**src/rtl/decode_queue.sv**
```systemverilog
// decode_queue: MIPS-I decode-and-buffer stage between fetch and issue.
// Each accepted instruction is decoded into a compact control bundle and kept
// with its raw word and PC in a DEPTH-entry circular FIFO. An exception-raising
// instruction or eret stops further input until the next flush.
// Optional feature: define DECODE_BYPASS_EN for a same-cycle path from an
// empty queue straight to the outputs.
module decode_queue #(
  parameter  int unsigned DEPTH = 4,
  localparam int unsigned PTR_W = $clog2(DEPTH)
) (
  input  logic             clk,
  input  logic             rst,
  input  logic             flush,
  input  logic             in_valid,
  output logic             in_ready,
  input  logic [31:0]      in_inst,
  input  logic [31:0]      in_pc,
  output logic             out_valid,
  input  logic             out_ready,
  output logic [31:0]      out_inst,
  output logic [31:0]      out_pc,
  output logic [2:0]       out_class,
  output logic             out_rs_read,
  output logic             out_rt_read,
  output logic [4:0]       out_wdst,
  output logic [2:0]       out_exc,
  output logic [PTR_W:0]   count
);

  localparam int unsigned CNT_W = PTR_W + 1;

  localparam logic [2:0] CLS_ALU   = 3'd0;
  localparam logic [2:0] CLS_LOAD  = 3'd1;
  localparam logic [2:0] CLS_STORE = 3'd2;
  localparam logic [2:0] CLS_BR    = 3'd3;
  localparam logic [2:0] CLS_JMP   = 3'd4;
  localparam logic [2:0] CLS_MDU   = 3'd5;
  localparam logic [2:0] CLS_CP0   = 3'd6;
  localparam logic [2:0] CLS_INV   = 3'd7;

  localparam logic [2:0] EXC_BP  = 3'b100;
  localparam logic [2:0] EXC_SYS = 3'b010;
  localparam logic [2:0] EXC_RI  = 3'b001;

  typedef struct packed {
    logic [31:0] inst;
    logic [31:0] pc;
    logic [2:0]  cls;
    logic        rs_read;
    logic        rt_read;
    logic [4:0]  wdst;
    logic [2:0]  exc;
  } entry_t;

  typedef enum logic {ST_RUN, ST_HOLD} state_t;

  state_t             r_state;
  state_t             w_state_nxt;
  entry_t             r_mem [DEPTH];
  logic [PTR_W-1:0]   r_head;
  logic [PTR_W-1:0]   r_tail;
  logic [CNT_W-1:0]   r_count;

  logic [5:0]         w_op;
  logic [5:0]         w_funct;
  logic [4:0]         w_rs;
  logic [4:0]         w_rt;
  logic [4:0]         w_rd;
  entry_t             w_dec;
  entry_t             w_out;
  logic               w_known;
  logic               w_eret;
  logic               w_push;
  logic               w_pop;
  logic               w_write;
  logic               w_bypass;

  assign w_op    = in_inst[31:26];
  assign w_rs    = in_inst[25:21];
  assign w_rt    = in_inst[20:16];
  assign w_rd    = in_inst[15:11];
  assign w_funct = in_inst[5:0];

  // Decode the incoming instruction into the control bundle
  always_comb begin
    w_dec         = '0;
    w_dec.inst    = in_inst;
    w_dec.pc      = in_pc;
    w_dec.rs_read = 1'b1;
    w_known       = 1'b1;
    w_eret        = 1'b0;
    case (w_op)
      6'h00: begin
        case (w_funct)
          6'h00, 6'h02, 6'h03: begin
            w_dec.cls = CLS_ALU; w_dec.rs_read = 1'b0; w_dec.rt_read = 1'b1; w_dec.wdst = w_rd;
          end
          6'h04, 6'h06, 6'h07, 6'h20, 6'h21, 6'h22, 6'h23,
          6'h24, 6'h25, 6'h26, 6'h27, 6'h2A, 6'h2B: begin
            w_dec.cls = CLS_ALU; w_dec.rt_read = 1'b1; w_dec.wdst = w_rd;
          end
          6'h08: w_dec.cls = CLS_JMP;
          6'h09: begin
            w_dec.cls = CLS_JMP; w_dec.wdst = w_rd;
          end
          6'h0C: begin
            w_dec.cls = CLS_CP0; w_dec.rs_read = 1'b0; w_dec.exc = EXC_SYS;
          end
          6'h0D: begin
            w_dec.cls = CLS_CP0; w_dec.rs_read = 1'b0; w_dec.exc = EXC_BP;
          end
          6'h10, 6'h12: begin
            w_dec.cls = CLS_MDU; w_dec.rs_read = 1'b0; w_dec.wdst = w_rd;
          end
          6'h11, 6'h13: w_dec.cls = CLS_MDU;
          6'h18, 6'h19, 6'h1A, 6'h1B: begin
            w_dec.cls = CLS_MDU; w_dec.rt_read = 1'b1;
          end
          default: w_known = 1'b0;
        endcase
      end
      6'h01: begin
        case (w_rt)
          5'h00, 5'h01: w_dec.cls = CLS_BR;
          5'h10, 5'h11: begin
            w_dec.cls = CLS_BR; w_dec.wdst = 5'd31;
          end
          default: w_known = 1'b0;
        endcase
      end
      6'h02: begin
        w_dec.cls = CLS_JMP; w_dec.rs_read = 1'b0;
      end
      6'h03: begin
        w_dec.cls = CLS_JMP; w_dec.rs_read = 1'b0; w_dec.wdst = 5'd31;
      end
      6'h04, 6'h05: begin
        w_dec.cls = CLS_BR; w_dec.rt_read = 1'b1;
      end
      6'h06, 6'h07: w_dec.cls = CLS_BR;
      6'h08, 6'h09, 6'h0A, 6'h0B, 6'h0C, 6'h0D, 6'h0E, 6'h0F: begin
        w_dec.cls = CLS_ALU; w_dec.wdst = w_rt;
      end
      6'h10: begin
        w_dec.cls     = CLS_CP0;
        w_dec.rs_read = 1'b0;
        if (w_rs == 5'h00) begin
          w_dec.wdst = w_rt;
        end else if (w_rs == 5'h04) begin
          w_dec.rt_read = 1'b1;
        end else if (w_rs == 5'h10 && w_funct == 6'h18) begin
          w_eret = 1'b1;
        end else begin
          w_known = 1'b0;
        end
      end
      6'h20, 6'h21, 6'h22, 6'h23, 6'h24, 6'h25, 6'h26: begin
        w_dec.cls = CLS_LOAD; w_dec.wdst = w_rt;
      end
      6'h28, 6'h29, 6'h2A, 6'h2B, 6'h2E: begin
        w_dec.cls = CLS_STORE; w_dec.rt_read = 1'b1;
      end
      default: w_known = 1'b0;
    endcase
    // Anything unrecognised becomes a reserved-instruction bundle
    if (!w_known) begin
      w_dec.cls     = CLS_INV;
      w_dec.rs_read = 1'b1;
      w_dec.rt_read = 1'b0;
      w_dec.wdst    = 5'd0;
      w_dec.exc     = EXC_RI;
      w_eret        = 1'b0;
    end
  end

  assign in_ready = (r_state == ST_RUN) & (r_count < CNT_W'(DEPTH)) & ~flush & ~rst;
  assign w_push   = in_valid & in_ready;
  assign w_pop    = (r_count != '0) & out_ready;

`ifdef DECODE_BYPASS_EN
  assign w_bypass = w_push & (r_count == '0);
`else
  assign w_bypass = 1'b0;
`endif

  // A bypassed instruction consumed in the same cycle never occupies an entry
  assign w_write   = w_push & ~(w_bypass & out_ready);
  assign out_valid = (r_count != '0) | w_bypass;
  assign w_out     = w_bypass ? w_dec : r_mem[r_head];

  assign out_inst    = w_out.inst;
  assign out_pc      = w_out.pc;
  assign out_class   = w_out.cls;
  assign out_rs_read = w_out.rs_read;
  assign out_rt_read = w_out.rt_read;
  assign out_wdst    = w_out.wdst;
  assign out_exc     = w_out.exc;
  assign count       = r_count;

  // Accept/hold state register
  always_ff @(posedge clk) begin
    if (rst) r_state <= ST_RUN;
    else     r_state <= w_state_nxt;
  end

  // Enter HOLD after an excepting instruction or eret; flush reopens input
  always_comb begin
    w_state_nxt = r_state;
    if (flush) begin
      w_state_nxt = ST_RUN;
    end else if (r_state == ST_RUN && w_push && (w_dec.exc != 3'b000 || w_eret)) begin
      w_state_nxt = ST_HOLD;
    end
  end

  // FIFO storage, pointers and occupancy; flush overrides push and pop
  always_ff @(posedge clk) begin
    if (rst) begin
      r_head  <= '0;
      r_tail  <= '0;
      r_count <= '0;
      for (int i = 0; i < int'(DEPTH); i++) r_mem[i] <= '0;
    end else if (flush) begin
      r_head  <= '0;
      r_tail  <= '0;
      r_count <= '0;
    end else begin
      if (w_write) begin
        r_mem[r_tail] <= w_dec;
        r_tail        <= r_tail + PTR_W'(1);
      end
      if (w_pop) r_head <= r_head + PTR_W'(1);
      case ({w_write, w_pop})
        2'b10:   r_count <= r_count + CNT_W'(1);
        2'b01:   r_count <= r_count - CNT_W'(1);
        default: r_count <= r_count;
      endcase
    end
  end

endmodule

```
**config.mk**
```make
export PLATFORM = sky130hd
export DESIGN_NAME = decode_queue
export DESIGN_NICKNAME = d
export VERILOG_FILES = /design/src/rtl/decode_queue.sv
export SDC_FILE = /design/constraint.sdc
export NUM_CORES = 1
export LEC_CHECK = 0
export BUFFER_PORTS_ARGS = -buffer_cell sky130_fd_sc_hd__buf_2
export CORE_AREA = 2 2 205 207
export DETAILED_ROUTE_END_ITERATION = 16
export DIE_AREA = 0 0 207 209
export GPL_ROUTABILITY_DRIVEN = 0
export GPL_TIMING_DRIVEN = 0
export PLACE_DENSITY = 0.62
export SLEW_MARGIN = 10
export SYNTH_ARGS = -nofsm -noshare
export SYNTH_HDL_FRONTEND = slang
export SYNTH_SLANG_ARGS = --single-unit
```
**constraint.sdc**
```tcl
create_clock -name clk -period 8.92 [get_ports clk]
set_input_delay 1.784 -clock clk [delete_from_list [all_inputs] [get_ports clk]]
set_output_delay 1.784 -clock clk [all_outputs]
set_load 0.01 [all_outputs]
```
==> metrics.md <==
| Metric | Value |
|---|---|
| Post-synthesis area per instance | around 15 sq um |
| Unrepaired setup endpoints after global routing | no |
| CTS tree | built |
| CTS max path bufs | 3 |
| Largest net degree at the start of global routing | 45 |
| FF+latch count, synth | around 320 |
| Synth Net Count | 1000 |
| Port buffer count | between 100 and 150 |
| First-pass GRT wire length | 56.7 mm |
| Pre-antenna DRT Iters | 5 |
| Cell taking the most area after synthesis | edfxtp_1 |
| DRC | 0 |
| Cts repair resizes | 0 |
| Overflow after GRT | 0 |
| Fin util | 0.409 |
| Max VDD drop | roughly 110 uV |
| Cell row count | 75 |
| Vias | 8718 |
| Die area | 43300 sq um |
| Slew Limit Fails | 0 |
| Clock Skews | approximately 0.012 ns |
| Hold WS | 0.541 ns |
| Main synth FF type | edfxtp_1 |
| Postcts setup bufs | 0 |
| Worst hold path class | register to register |
| Setup violations, final | 0 |
| Clk_lat worst skew | 0.52 ns |
| DR WL/cell | 22.5 microns |
| Period minus WS final | 4.89 ns |
| Startpoint class of the critical path | input pin |
| Maximum clock frequency | 204 MHz |
| Placed Area | between 15000 and 20000 sq um |
| Io pins | 151 |
| Fill count | between 3000 and 4000 |
| Drt first-iter violations | about 750 |
| Nets@finish | 1192 |
| Top cells by area, synth | edfxtp_1 65%, mux4_2 12%, and2_1 5.2% |
| Final Hold Fails | 0 |
| Final instance area | ~17000 sq um |
| Max Cap Viol | 0 |
| Worst-Margin Slew | ~1 ns |
| Max-slew headroom | 0.350 |
| Most frequent cell after synthesis | edfxtp_1 |
| Initial antenna violation count | 7 |
| CTS Hold Buffers Added | 0 |
| Vias in the first global route | roughly 9000 |
| CP Data Required Time | slightly above 7 ns |
| Core area | about 41000 sq um |
| CP endpoint kind | output pin |
| Gr usage total | 0.174 |
| Period utilization | 0.548 |
| Crit Path Class | input pin to output pin |
| Top cell type's share of synthesized area | 0.650 |
| Post-synth ARST share | 0 |
| Synth Instances | roughly 930 |
| H-tree depth | 2 |
| Root Buffer | clkbuf_16 |
| Most frequent cells after synthesis | 308 x edfxtp_1, 118 x and2_1, 114 x and3_1, 77 x mux4_2, 67 x clkbuf_1 |
| Worst-path fanout max | 10 |
| Final setup TNS | 0 ns |
| Inserted Clock Buffers | 35 |
| Post-DR vias/cell | slightly above 5 |
| Final wirelength | between 30 and 40 mm |
| Pwr Total | approximately 3300 uW |
| Cell Pwr Density | around 200 nW/um^2 |
| Yosys synthesis warning count | 0 |
| Post-Syn Area | about 14000 sq um |
| Count of cell types in the netlist | 57 |
| Status | finished, final reports clean |
| # clock sinks | ~320 |
| Ratio of cells with drive above 1 in the final layout | 0.262 |
| ANT nets after route | 0 |
| Post-detail-place hpwl | approximately 25 mm |
| Die Ht | 209 microns |
| Die Span X | roughly 210 microns |
| Synthesis-to-finish area growth | 18.7% |
| Number of flops mapped to enable cells by yosys | around 310 |
| Static Leak | about 0.0065 uW |
| Crit path DAT | 3.11 ns |
| Starting Density | 0.344 |
| Seq/Total Area, Yosys | 0.664 |
| CTS clk-pin slew, worst paths | 0.06 ns |
-- power by group --
part           internal (uW)  leakage [uW]  switching [uW]
Combinational           81.0       0.00272             144
Sequential              1700       0.00327            15.6
Clock                    807      0.000514             577
-- critical path: stages --
cell and delay, ns:
buf_2 0.15, nor4_4 0.49, clkbuf_1 0.45, buf_2 0.23
-- state kept, by name, summed over array words and instances, names as in the netlist, named ones only --
register and flops:
r_mem 308, count 3, r_head 2, r_tail 2, r_state 1
-- placed cells by master, fill, tap and decap left out, types with 4 or more instances in the layout --
cell and n:
edfxtp_1 308, buf_2 155, and2_1 118, and3_1 114, mux4_2 77, clkbuf_1 76
nor2_1 60, clkbuf_16 35, a21oi_1 24, nor3_1 22, nand2_1 14, inv_1 12
dfxtp_1 10, clkinv_1 8, nand3_1 7, o21ai_0 6, nor2b_1 5, a221oi_1 5
or3_1 4, a31oi_1 4, clkinv_2 4, buf_16 4
-- cell type report --
class | instances | area (sq um) | share of cell area
clock inverters | 15 | 149 | 0.00882
multi-input cells | 517 | 4410 | 0.261
plain buffers | 80 | 335 | 0.0199
clock buffers | 44 | 910 | 0.0539
inverters | 14 | 52.6 | 0.00311
flip-flops and latches | 318 | 9450 | 0.560
repair buffers | 155 | 896 | 0.0531
well taps | 539 | 674 | 0.0399
diodes | 1 | 2.50 | 0.000148
-- logic make-up (layout without fill, tap and decap cells) --
group | after synthesis | in the layout | share of synthesized area
buffers and inverters | 94 | 308 | 0.0273
AOI/OAI and AO/OA | 60 | 60 | 0.0284
adders and majority gates | 2 | 2 | 0.00229
other | 0 | 1 | 0
and+or+nand+nor | 371 | 371 | 0.151
muxes | 79 | 79 | 0.123
DFF | 318 | 318 | 0.664
xor gates and xnor gates | 5 | 5 | 0.00308
-- per-layer routing --
| layer | share of wire | up-vias | global-route usage |
|---|---|---|---|
| met3 | 0.062 | 61 | 0.0385 |
| met1 | 0.43 | 4419 | 0.234 |
| met4 | 0.018 | 10 | 0.0441 |
| li1 | - | 3956 | - |
| met5 | 0.0017 | - | 0 |
| met2 | 0.49 | 272 | 0.286 |
-- final timing paths --
| path | from | endpoint | slack, ns | cells after the start |
|---|---|---|---|---|
| min | r_head[1]$_SDFFE_PP0P_ | r_head[1]$_SDFFE_PP0P_ | 0.54 | 2 |
| max | rst | in_ready | 4.03 | 4 |
| min reg2reg | r_head[1]$_SDFFE_PP0P_ | r_head[1]$_SDFFE_PP0P_ | 0.54 | 2 |
| max reg2reg | count[2]$_SDFFE_PP0P_ | count[2]$_SDFFE_PP0P_ | 5.55 | 12 |
-- per-stage QoR --
step                std cells  setup WS, ns
floorplan                 929          2.72
global placement         1617        -0.546
detailed placement       1623          3.99
CTS                      1682          3.90
global route             1683          3.83
finish                   1683          4.03
No activity file was read; power rests on OpenSTA's default activity.
